`src/rtl/tsn_strict_pri_sched.sv`:
```
// -----------------------------------------------------------------------------
// tsn_strict_pri_sched
// Per-port strict-priority grant stage. Masks the eligible-queue bitmap from
// the credit-based shaper with the TAS gate states, grants the highest-index
// open queue, issues a read request to the crossbar read engine and holds the
// grant until the last AXIS beat of the frame. A watchdog aborts a grant that
// sees no progress for TIMEOUT_CYC cycles.
//
// Ports:
//   i_clk, i_rst            clock, asynchronous active-high reset
//   i_sched_en              enables new grants (does not stop a frame in flight)
//   i_queue, i_queue_vld    eligible-queue bitmap and its strobe
//   i_gate_open             TAS gate states, 1 = open
//   o_sched_rst(_vld)       one-hot granted queue and one-cycle grant strobe
//   o_rd_req, o_rd_pri      read request and encoded priority to read engine
//   i_rd_ack                read engine accepted the request
//   i_mac_tx_axis_*         tx beat handshake used to track frame progress
//   o_busy                  a grant is outstanding
//   o_frame_done            pulse, asserted during the frame's last beat
//   o_timeout, o_timeout_cnt  abort pulse and saturating abort count
// -----------------------------------------------------------------------------
module tsn_strict_pri_sched #(
  parameter int PORT_FIFO_PRI_NUM = 8,
  parameter int PRI_W             = 3,
  parameter int TIMEOUT_CYC       = 4096
) (
  input  logic                         i_clk,
  input  logic                         i_rst,
  input  logic                         i_sched_en,
  input  logic [PORT_FIFO_PRI_NUM-1:0] i_queue,
  input  logic                         i_queue_vld,
  input  logic [PORT_FIFO_PRI_NUM-1:0] i_gate_open,
  output logic [PORT_FIFO_PRI_NUM-1:0] o_sched_rst,
  output logic                         o_sched_rst_vld,
  output logic                         o_rd_req,
  output logic [PRI_W-1:0]             o_rd_pri,
  input  logic                         i_rd_ack,
  input  logic                         i_mac_tx_axis_valid,
  input  logic                         i_mac_tx_axis_ready,
  input  logic                         i_mac_tx_axis_last,
  output logic                         o_busy,
  output logic                         o_frame_done,
  output logic                         o_timeout,
  output logic [15:0]                  o_timeout_cnt
);

  localparam int TMR_W = (TIMEOUT_CYC > 2) ? $clog2(TIMEOUT_CYC) : 1;
  localparam logic [TMR_W-1:0] TMR_LAST = TMR_W'(TIMEOUT_CYC - 1);

  typedef enum logic [1:0] {IDLE, REQ, XMIT} state_t;

  state_t                       state, state_nxt;
  logic [TMR_W-1:0]             timer, timer_nxt;
  logic [PORT_FIFO_PRI_NUM-1:0] masked, onehot;
  logic [PRI_W-1:0]             pri_idx;
  logic                         beat, last_beat, tmr_exp, grant;

  logic [PORT_FIFO_PRI_NUM-1:0] sched_rst_nxt;
  logic [PRI_W-1:0]             rd_pri_nxt;
  logic                         sched_vld_nxt, rd_req_nxt, timeout_nxt;
  logic [15:0]                  tcnt_nxt;

  assign beat      = i_mac_tx_axis_valid & i_mac_tx_axis_ready;
  assign last_beat = beat & i_mac_tx_axis_last;
  // >= rather than == so a timer pushed past the limit (ack in the expiry
  // cycle) still trips the watchdog for non power-of-two limits.
  assign tmr_exp   = (timer >= TMR_LAST);
  assign masked    = i_queue & i_gate_open;
  assign grant     = i_queue_vld & i_sched_en & (|masked);
  assign o_busy    = (state != IDLE);

  // Highest set bit wins: later iterations overwrite earlier ones.
  always_comb begin
    onehot  = '0;
    pri_idx = '0;
    for (int i = 0; i < PORT_FIFO_PRI_NUM; i++) begin
      if (masked[i]) begin
        onehot    = '0;
        onehot[i] = 1'b1;
        pri_idx   = PRI_W'(i);
      end
    end
  end

  // State and output registers.
  always_ff @(posedge i_clk or posedge i_rst) begin
    if (i_rst) begin
      state           <= IDLE;
      timer           <= '0;
      o_sched_rst     <= '0;
      o_sched_rst_vld <= 1'b0;
      o_rd_req        <= 1'b0;
      o_rd_pri        <= '0;
      o_timeout       <= 1'b0;
      o_timeout_cnt   <= '0;
    end else begin
      state           <= state_nxt;
      timer           <= timer_nxt;
      o_sched_rst     <= sched_rst_nxt;
      o_sched_rst_vld <= sched_vld_nxt;
      o_rd_req        <= rd_req_nxt;
      o_rd_pri        <= rd_pri_nxt;
      o_timeout       <= timeout_nxt;
      o_timeout_cnt   <= tcnt_nxt;
    end
  end

  // Next state. Progress (ack / last beat) takes precedence over expiry.
  always_comb begin
    state_nxt = state;
    case (state)
      IDLE: if (grant) state_nxt = REQ;
      REQ: begin
        if (i_rd_ack)     state_nxt = last_beat ? IDLE : XMIT;
        else if (tmr_exp) state_nxt = IDLE;
      end
      XMIT: begin
        if (last_beat)    state_nxt = IDLE;
        else if (tmr_exp) state_nxt = IDLE;
      end
      default: state_nxt = IDLE;
    endcase
  end

  // Output / timer next values. o_frame_done is combinational so it marks
  // the completing beat itself; the grant is released at the same edge.
  always_comb begin
    sched_rst_nxt = o_sched_rst;
    rd_pri_nxt    = o_rd_pri;
    sched_vld_nxt = 1'b0;
    rd_req_nxt    = o_rd_req;
    timeout_nxt   = 1'b0;
    tcnt_nxt      = o_timeout_cnt;
    timer_nxt     = timer + 1'b1;
    o_frame_done  = 1'b0;
    case (state)
      IDLE: begin
        timer_nxt = '0;
        if (grant) begin
          sched_rst_nxt = onehot;
          rd_pri_nxt    = pri_idx;
          sched_vld_nxt = 1'b1;
          rd_req_nxt    = 1'b1;
        end
      end
      REQ, XMIT: begin
        if (state == REQ && i_rd_ack) rd_req_nxt = 1'b0;
        if ((state == XMIT || i_rd_ack) && last_beat) begin
          o_frame_done  = 1'b1;
          sched_rst_nxt = '0;
          rd_pri_nxt    = '0;
          rd_req_nxt    = 1'b0;
          timer_nxt     = '0;
        end else if (state == XMIT && beat) begin
          timer_nxt = '0;
        end else if (tmr_exp && !(state == REQ && i_rd_ack)) begin
          timeout_nxt   = 1'b1;
          tcnt_nxt      = (o_timeout_cnt == 16'hFFFF) ? o_timeout_cnt
                                                      : o_timeout_cnt + 16'd1;
          sched_rst_nxt = '0;
          rd_pri_nxt    = '0;
          rd_req_nxt    = 1'b0;
          timer_nxt     = '0;
        end
      end
      default: timer_nxt = '0;
    endcase
  end

endmodule

```
`config.mk`:
```
export PLATFORM = sky130hd
export DESIGN_NAME = tsn_strict_pri_sched
export DESIGN_NICKNAME = d
export VERILOG_FILES = /design/src/rtl/tsn_strict_pri_sched.sv
export SDC_FILE = /design/constraint.sdc
export NUM_CORES = 1
export LEC_CHECK = 0
export ABC_AREA = 1
export BUFFER_PORTS_ARGS = -buffer_cell sky130_fd_sc_hd__buf_4
export CAP_MARGIN = 20
export CORE_MARGIN = 5
export CORE_UTILIZATION = 59
export DETAILED_ROUTE_END_ITERATION = 7
export GPL_TIMING_DRIVEN = 0
export PLACE_DENSITY = 0.89
export SLEW_MARGIN = 10
export SYNTH_ARGS = -nofsm -noshare
export SYNTH_HDL_FRONTEND = slang
export SYNTH_SLANG_ARGS = --single-unit
```
`constraint.sdc`:
```
create_clock -name i_clk -period 3.6 [get_ports i_clk]
set_input_delay 0 -clock i_clk [delete_from_list [all_inputs] [get_ports i_clk]]
set_output_delay 0 -clock i_clk [all_outputs]
set_load 0.03 [all_outputs]
```
==> run_results.csv, run 1 <==
group,metric,value,unit
run_status,status,"finished, final reports clean",
critical_path,cpMostUsedCell,"inv_1",
critical_path,path_class,"reg2reg",
sta,hold_slack,61.1,ps
place,portBuffers,55,
place,pre_cts_ws,1730,ps
cells_and_area,nNetsFinal,428,
logic_synthesis,synth_seq_cells,44,
clock_tree,postCtsResizedCells,0,
logic_synthesis,synth_ff_type,"dfrtp_1",
floorplan,die_area,5910,um^2
floorplan,die_w,76.9,um
logic_synthesis,synth_area_leaders,"dfrtp_1, nand2_1, nand3_1",
drt,wl_per_cell,13.3,um
critical_path,reg2reg_setup_slack,1720,ps
power_and_ir_drop,powerDensity,531,nW/um^2
sta,fmax,531,MHz
logic_synthesis,synth_warnings,0,
clock_tree,clkSinkCount,44,
power_and_ir_drop,power.leakage,1.73,nW
logic_synthesis,syn_nets,364,
floorplan,rows,24,
global_routing,grt_util_all_layers,0.212,
critical_path,crit_family,"simple AND/OR/NAND/NOR gates",
logic_synthesis,synthesis.area,2640,um^2
clock_tree,cts_setup_buffers,0,
floorplan,start_util,0.606,
critical_path,slowest_stage,"dfrtp_1",
critical_path,max_stage_delay,430,ps
floorplan,ios,56,
sta,slew_headroom,0.691,
flow_run,cap_violations,0,
clock_tree,ctsLongestPathBuffers,2,
hold_path,min_path_cells,4,
sta,finalCritPeriodShare,0.523,
place,dp_hpwl,4700,um
logic_synthesis,synth.distinct_cells,36,
clock_tree,clk_pin_slew_worst_paths,80,ps
drt,via_count,2345,
drt,viasPerCell,5.20,
logic_synthesis,synth.most_common_cell,"nand2_1",
global_routing,grt_pass1_vias,2395,
logic_synthesis,synth_commonest_cells,"nand2_1, dfrtp_1, nand3_1",
critical_path,end_kind,"flop",
sta,min_period,1880,ps
cells_and_area,stdcell_area,3240,um^2
floorplan,die_y,76.9,um
global_routing,antenna_found_initial,0,
critical_path,required,3770,ps
sta,worst_pin_slew,463,ps
drt,dr.first_iter.drc_count,189,
critical_path,path_cells,"inv_1 > ha_1 > buf_4 > nand2_1 > inv_1 > nand2_2 > nor2_8 > nand3_1 > xor2_1",
global_routing,grt_pass1_wl,10500,um
logic_synthesis,yosysSeqAreaShare,0.417,
cells_and_area,drive_gt1_frac,0.231,
clock_tree,cts-root-buf,"clkbuf_8",
drt,drcViolationCount,0,
clock_tree,cts_tree,"done",
critical_path,cp-start-kind,"flop",
cells_and_area,areaGrowthSynthToFinish,22.7,%
sta,tns,0,ps
logic_synthesis,synth_edf_count,0,
logic_synthesis,syn_area_per_cell,7.90,um^2
drt,finalWirelength,5980,um
hold_path,min_from,"i_rd_ack",
clock_tree,insertion_delay,290,ps
sta,rsz0062_at_grt,"no",
power_and_ir_drop,peakVddDrop,0.000285,V
logic_synthesis,syn_inst,334,
sta,fin_ws,1720,ps
clock_tree,htreeDepth,2,
logic_synthesis,ys_async_sr_fraction,1.00,
critical_path,reg2reg_from,"state[0]",
hold_path,holdPathEnd,"state[1]",
clock_tree,hold_buffers,1,
critical_path,r2r_end,"o_timeout_cnt[10]",
critical_path,worst-r2r-cell-count,9,
place,placed_area,3140,um^2
place,place_congestion,0.898,
logic_synthesis,synth_top_cell_by_area,"dfrtp_1",
sta,final_max_slew_viol_count,0,
global_routing,gr-total-overflow,0,
drt,drtAntennaViolNets,0,
clock_tree,numCtsBuffers,5,
sta,finalHoldViolCount,0,
critical_path,critPathArrivalTime,2050,ps
sta,fin_worst_skew,10.4,ps
drt,drt-pass1-iter-count,4,
sta,final-setup-viol-count,0,
critical_path,worstPathMaxFanout,9,
floorplan,core_area,4350,um^2
logic_synthesis,synth_top_area_share,0.417,
critical_path,crit_buf_inv,3,
global_routing,grt_max_degree,37,
cells_and_area,antenna_cells,0,
hold_path,hp-class,"in2reg",
[state kept, by name (all words and copies together), names as in the netlist]
register	cells
o_timeout_cnt	16
timer	12
o_sched_rst	8
o_rd_pri	3
state	2
o_rd_req	1
o_sched_rst_vld	1
o_timeout	1
[stage by stage]
stage               power [mW]  cells   util
detailed placement        1.41    442  0.720
finish                    1.72    451  0.743
global route              1.83    451  0.743
CTS                       1.73    451  0.743
floorplan                 1.17    334      -
global placement          1.37    441  0.716
[final cells by class]
type | count | area [um^2]
Tap cell | 52 | 65.1
Sequential cell | 44 | 1100
Inverter | 35 | 131
Timing Repair Buffer | 57 | 443
Multi-Input combinational cell | 250 | 1360
Clock buffer | 8 | 90.1
Fill cell | 330 | 1120
Buffer | 5 | 45.0
[tightest hold or removal path: cells and delay by family]
family	cells	cell delay [ps]
and+or+nand+nor	2	140
buffers and inverters	1	100
AOI/OAI and AO/OA	1	70
[cell families after synthesis]
logic type,count (synthesis),share of synthesized area
xor gates and xnor gates,17,0.0564
DFF,44,0.417
AOI/OAI and AO/OA,17,0.0422
adders and majority gates,6,0.0284
and+or+nand+nor,210,0.389
buffers and inverters,40,0.0669
[placed cells by master, fill, tap and decap left out, types with 6 or more instances in the layout]
cell type and instances:
inv_1 32, o21ai_0 7, xor2_1 10, dfrtp_1 44
clkbuf_8 6, nand2_2 6, nor2_1 35, nand4_1 6
ha_1 6, nor3_1 6, buf_4 56, xnor2_1 7
nand3_1 42, nand2_1 95
[metal layers]
layer  up-vias  part of all wire  GRT usage
met2        54              0.53      0.386
met4         0             0.015     0.0524
met5         -                 0          0
li1       1202                 -          -
met3        10             0.050     0.0433
met1      1079              0.41      0.252
[worst max path at each step]
stage               startpoint                end  slack (ps)  cells after the start
floorplan             state[0]  o_timeout_cnt[10]        1950                      9
global placement      state[0]  o_timeout_cnt[10]        1770                      9
detailed placement    state[0]   o_timeout_cnt[5]        1730                      9
CTS                   state[0]  o_timeout_cnt[10]        1720                      9
global route          state[0]  o_timeout_cnt[10]        1550                      9
finish                state[0]  o_timeout_cnt[10]        1720                      9
[report_power, final]
part / total, mW / switching, mW / internal, mW
logic: 0.786 / 0.514 / 0.272
clock network: 0.316 / 0.159 / 0.157
registers: 0.617 / 0.0505 / 0.567
No activity file was read; power rests on OpenSTA's default activity.
==> inputs of run 2 (changes only) <==
Settings changed: ABC_AREA 1 to 0, CORE_UTILIZATION 59 to 48, PLACE_DENSITY 0.89 to 0.79.
Clock period 3.6 ns to 1.55 ns, I/O delays scaled along.
==> run_results.csv, run 2 <==
group,metric,value,unit
sta,rsz0062_at_grt,"yes",
global_routing,grt_pass1_wl,9520,um
logic_synthesis,muxShareOfSynthArea,0.0544,
logic_synthesis,synth.distinct_cells,47,
drt,via_count,2225,
sta,fmax,508,MHz
cells_and_area,areaGrowthSynthToFinish,56.7,%
floorplan,rows,25,
critical_path,end_kind,"flop",
logic_synthesis,synth_seq_cells,44,
logic_synthesis,ys_async_sr_fraction,1.00,
clock_tree,insertion_delay,310,ps
logic_synthesis,syn_inst,228,
logic_synthesis,yosys.area_share.simple,0.228,
logic_synthesis,synth_warnings,0,
drt,wl_per_cell,17.4,um
logic_synthesis,synth-xor-area-share,0.0851,
global_routing,grt_pass1_vias,2098,
clock_tree,clkSinkCount,44,
floorplan,start_util,0.498,
clock_tree,ctsLongestPathBuffers,2,
cells_and_area,final_cell_mix,"buf_4, dfrtp_1, nand2_1",
place,portBuffers,55,
power_and_ir_drop,p_sw,1.84,mW
power_and_ir_drop,power.leakage,1.68,nW
critical_path,cp-start-kind,"flop",
cells_and_area,reg_top3,"o_timeout_cnt x16, timer x12, o_sched_rst x8",
critical_path,path_class,"reg2reg",
logic_synthesis,syn_area_per_cell,10.4,um^2
clock_tree,cts_tree,"done",
global_routing,grt_util_all_layers,0.187,
drt,finalWirelength,6860,um
critical_path,reg2reg_from,"state[1]",
floorplan,die_area,6440,um^2
place,place_congestion,0.857,
global_routing,gr-total-overflow,0,
critical_path,r2r_end,"o_timeout_cnt[1]",
cells_and_area,drive_gt1_frac,0.532,
cells_and_area,final_cell_count_no_fill,394,
critical_path,critPathLaunch,"state[1]",
critical_path,reg2reg_setup_slack,-420,ps
logic_synthesis,synth_area_leaders,"dfrtp_1, xnor2_1, xor2_1",
critical_path,crit_end,"o_timeout_cnt[1]",
logic_synthesis,synth_top_area_share,0.465,
place,pre_cts_ws,-579,ps
sta,slew_headroom,0.741,
logic_synthesis,synthesis.area,2370,um^2
logic_synthesis,synth_compound_area_frac,0.117,
power_and_ir_drop,power_frac_clock,0.189,
floorplan,ios,56,
sta,fin_ws,-420,ps
logic_synthesis,synth_edf_count,0,
place,placed_area,2980,um^2
place,dp.cells,351,
power_and_ir_drop,seq_power_share,0.303,
clock_tree,numCtsBuffers,5,
clock_tree,cts-root-buf,"clkbuf_8",
floorplan,die_y,80.2,um
floorplan,die_w,80.2,um
run_status,status,"complete, but fails checks",
sta,worst_pin_slew,386,ps
power_and_ir_drop,powerDensity,1280,nW/um^2
drt,drt-pass1-iter-count,4,
cells_and_area,stdcell_area,3710,um^2
hold_path,min_from,"i_gate_open[7]",
floorplan,core_area,4750,um^2
place,dp_hpwl,3950,um
power_and_ir_drop,p_int,2.90,mW
cells_and_area,antenna_cells,0,
logic_synthesis,synth_top_family_by_area,"simple AND/OR/NAND/NOR gates",
logic_synthesis,yosysSeqAreaShare,0.465,
logic_synthesis,synth_ff_type,"dfrtp_1",
global_routing,grt_max_degree,40,
cells_and_area,largest_register,"o_timeout_cnt",
logic_synthesis,synth.most_common_cell,"dfrtp_1",
drt,drcViolationCount,0,
critical_path,critPathArrivalTime,2170,ps
critical_path,worstPathMaxFanout,7,
logic_synthesis,synth_top_cell_by_area,"dfrtp_1",
critical_path,worst-r2r-cell-count,7,
global_routing,antenna_found_initial,0,
sta,final-setup-viol-count,40,
sta,min_period,1970,ps
logic_synthesis,synth_fa_ha_area_frac,0.0317,
cells_and_area,mostFrequentLayoutCell,"buf_4",
cells_and_area,n_fill_cell,300,
clock_tree,htreeDepth,2,
power_and_ir_drop,peakVddDrop,0.000714,V
critical_path,required,1750,ps
cells_and_area,nNetsFinal,356,
power_and_ir_drop,switching_share,0.388,
cells_and_area,multi_input_area,1580,um^2
power_and_ir_drop,finalPower,4.74,mW
cells_and_area,seq_area,1110,um^2
drt,dr.first_iter.drc_count,94,
sta,finalHoldViolCount,0,
run_status,violations,"setup timing",
drt,viasPerCell,5.65,
sta,finalCritPeriodShare,1.27,
drt,drtAntennaViolNets,0,
power_and_ir_drop,combPwrFrac,0.509,
clock_tree,clk_pin_slew_worst_paths,90,ps
logic_synthesis,synth_commonest_cells,"dfrtp_1, nor2_1, nand2_1",
sta,fin_worst_skew,10.4,ps
logic_synthesis,syn_nets,258,
flow_run,cap_violations,0,
cells_and_area,largest_reg_flops,16,
hold_path,hp-class,"in2reg",
sta,final_max_slew_viol_count,0,
-- run 2: cell type report --
cell class	count	area share
buffer	2	0.00506
clock buffer	5	0.0185
clock inverter	3	0.0115
inverter	9	0.0121
multi-input combinational	174	0.427
sequential	44	0.300
tap	67	0.0226
timing repair buffer	90	0.204
-- run 2: power by group through the flow --
stage | combinational [mW] | sequential, mW | clock [mW]
floorplan | 0.818 | 1.66 | 0
global placement | 1.48 | 1.44 | 0
detailed placement | 1.50 | 1.44 | 0
CTS | 1.68 | 1.42 | 0.905
global route | 2.53 | 1.46 | 0.948
finish | 2.41 | 1.44 | 0.895
-- run 2: cells by family (layout without fill, tap and decap cells) --
group                    after synthesis  count (layout)
multiplexers                          10              10
adder cells (fa/ha/maj)                6               6
AO/OA/AOI/OAI                         33              34
buffers and inverters                 11             109
flip-flops                            44              44
AND/OR/NAND/NOR                      101             101
XOR/XNOR                              23              23
-- run 2: metal layers --
metal / global-route usage / part of all wire / vias up
met3: 0.0527 / 0.053 / 13
li1: - / - / 1037
met5: 0 / 0 / -
met1: 0.237 / 0.40 / 1105
met4: 0.0659 / 0.015 / 0
met2: 0.304 / 0.53 / 70
-- run 2: repair_timing --
action                                  4_1_cts  5_1_grt
resized for setup                            15       62
hold buffers                                  1        0
endpoints found under the hold margin        44        0
setup buffers                                13       19
pin swaps                                    15       35
cloned                                        1        1
endpoints found under the setup margin       38       41
-- run 2: worst min-delay path by stage --
stage / slack (ps) / cells after the start / to
global placement: 440 / 4 / o_sched_rst[7]
finish: 130 / 4 / o_sched_rst[7]
global route: 150 / 3 / o_sched_rst[0]
detailed placement: -90 / 2 / o_sched_rst_vld
CTS: 140 / 3 / o_sched_rst[4]
floorplan: 270 / 1 / o_rd_pri[0]
-- run 2: worst max-delay path: stages, from the launching register on --
cell and delay (ps):
dfrtp_2 460, buf_6 140, ha_4 180, a21oi_4 160, o21ai_4 150, a211oi_4 320, buf_6 160, mux2_4 290
-- run 2: stage by stage --
step / hold slack (ps) / TNS (ps) / utilization
floorplan: 268 / -4110 / -
global placement: 445 / -15180 / 0.622
detailed placement: -87.9 / -12630 / 0.626
CTS: 138 / -9600 / 0.689
global route: 155 / -14500 / 0.781
finish: 135 / -11570 / 0.781
==> inputs of run 3 (changes only) <==
Settings changed: CELL_PAD_IN_SITES_DETAIL_PLACEMENT set to 1, CELL_PAD_IN_SITES_GLOBAL_PLACEMENT set to 1, CORE_UTILIZATION 48 to 37, PLACE_DENSITY 0.79 to 0.8.
==> run_results.csv, run 3 (synthesis gave the netlist of run 2 again) <==
group,metric,value,unit
cells_and_area,largest_register,"o_timeout_cnt",
cells_and_area,n_fill_cell,688,
sta,fin_ws,-482,ps
sta,fmax,492,MHz
floorplan,ios,56,
sta,worst_pin_slew,396,ps
power_and_ir_drop,finalPower,4.63,mW
sta,final-setup-viol-count,43,
sta,slew_headroom,0.735,
hold_path,hp-class,"in2reg",
sta,rsz0062_at_grt,"yes",
critical_path,required,1730,ps
sta,final_max_slew_viol_count,0,
sta,fin_worst_skew,10.0,ps
sta,tns,-14880,ps
floorplan,die_y,90.0,um
global_routing,grt_max_degree,35,
drt,drtAntennaViolNets,0,
power_and_ir_drop,peakVddDrop,0.000750,V
floorplan,die_area,8100,um^2
sta,min_period,2030,ps
cells_and_area,largest_reg_flops,16,
power_and_ir_drop,powerDensity,1290,nW/um^2
clock_tree,numCtsBuffers,5,
clock_tree,cts_tree,"done",
sta,hold_slack,142,ps
drt,dr.first_iter.drc_count,91,
critical_path,worstPathMaxFanout,5,
cells_and_area,drive_gt1_frac,0.523,
run_status,violations,"setup timing",
cells_and_area,mostFrequentLayoutCell,"buf_4",
flow_run,cap_violations,0,
clock_tree,clk_pin_slew_worst_paths,80,ps
power_and_ir_drop,power.leakage,1.62,nW
critical_path,slowest_stage,"dfrtp_1",
drt,viasPerCell,5.48,
sta,finalCritPeriodShare,1.31,
floorplan,die_w,90.0,um
clock_tree,cts-root-buf,"clkbuf_8",
clock_tree,clkSinkCount,44,
drt,via_count,2190,
place,pre_cts_ws,-562,ps
drt,drcViolationCount,0,
global_routing,grt_pass1_vias,2320,
place,portBuffers,55,
drt,finalWirelength,7670,um
drt,drt-pass1-iter-count,4,
place,dp_hpwl,4780,um
sta,finalHoldViolCount,0,
clock_tree,ctsLongestPathBuffers,2,
global_routing,gr-total-overflow,0,
floorplan,core_area,6280,um^2
global_routing,grt_util_all_layers,0.167,
critical_path,path_cells,"ha_4 > and3_4 > nand4_1 > buf_4 > a221oi_4 > a21oi_4 > mux2_4",
cells_and_area,reg_top3,"o_timeout_cnt x16, timer x12, o_sched_rst x8",
critical_path,max_stage_delay,400,ps
clock_tree,htreeDepth,2,
critical_path,cp-start-kind,"flop",
critical_path,critPathArrivalTime,2210,ps
critical_path,path_class,"reg2reg",
run_status,status,"complete, but fails checks",
drt,wl_per_cell,19.2,um
critical_path,end_kind,"flop",
cells_and_area,nNetsFinal,352,
place,place_congestion,0.786,
cells_and_area,antenna_cells,0,
cells_and_area,final_cell_mix,"buf_4, dfrtp_1, nand2_1",
floorplan,rows,29,
floorplan,start_util,0.377,
clock_tree,insertion_delay,300,ps
global_routing,grt_pass1_wl,11500,um
global_routing,antenna_found_initial,0,
cells_and_area,areaGrowthSynthToFinish,51.3,%
run 3: cell count changes in the layout (fill, tap and decap cells not counted), moves of 4 or more:
cell and change:
nor2_4 -6, nor2_2 +6, buf_4 +4, buf_6 -8
run 3: routing by layer:
| metal | up-vias | track usage | share of wire |
|---|---|---|---|
| li1 | 1018 | - | - |
| met1 | 1089 | 0.209 | 0.41 |
| met2 | 72 | 0.287 | 0.52 |
| met3 | 11 | 0.0426 | 0.050 |
| met4 | 0 | 0.0434 | 0.015 |
| met5 | - | 0 | 0 |
run 3: timing repair:
item | in CTS | in global routing
hold buffers | 1 | 0
hold endpoints to repair | 44 | 0
buffers inserted | 19 | 10
setup endpoints to repair | 40 | 42
resized for setup | 24 | 35
pin swaps | 16 | 23
gates cloned | 2 | 0
run 3: final cells by class:
type                       count  area [um^2]  share of cell area
multi-input combinational    174         1520               0.425
sequential                    44         1110               0.310
timing repair buffer          86          687               0.192
tap                           77         96.3              0.0269
clock buffer                   7         76.3              0.0213
inverter                       9         40.0              0.0112
clock inverter                 1         30.0             0.00838
buffer                         2         20.0             0.00558
run 3: critical path, delay by kind of cell (launching register included):
family / cells / cell delay, ps
flip-flops: 1 / 400
multiplexers: 1 / 320
buffers and inverters: 1 / 190
AND/OR/NAND/NOR: 2 / 360
AO/OA/AOI/OAI: 2 / 500
adder cells (fa/ha/maj): 1 / 160
run 3: path summary, 6_finish.rpt:
path                                       start               end  slack, ps  cells after the start
worst max-delay path                    timer[0]    o_sched_rst[6]       -480                      7
worst min-delay path              i_gate_open[7]    o_sched_rst[7]        140                      4
worst max register to register          timer[0]    o_sched_rst[6]       -480                      7
worst min register to register  o_timeout_cnt[5]  o_timeout_cnt[5]        500                      1
max in group asynchronous                  i_rst          state[1]        860                      4
min in group asynchronous                  i_rst          timer[4]        210                      3
run 3: where the power goes:
| part | internal, mW | leakage, nW | switching, mW |
|---|---|---|---|
| Combinational | 1.07 | 0.985 | 1.23 |
| Sequential | 1.31 | 0.584 | 0.131 |
| Clock | 0.483 | 0.0524 | 0.404 |
run 3: per-stage QoR:
stage          area (um^2)  std cells   util
2_1_floorplan         2460        228      -
3_3_place_gp          2970        360  0.473
3_5_place_dp          2990        361  0.476
4_1_cts               3370        390  0.536
5_1_grt               3580        400  0.571
6_report              3580        400  0.571
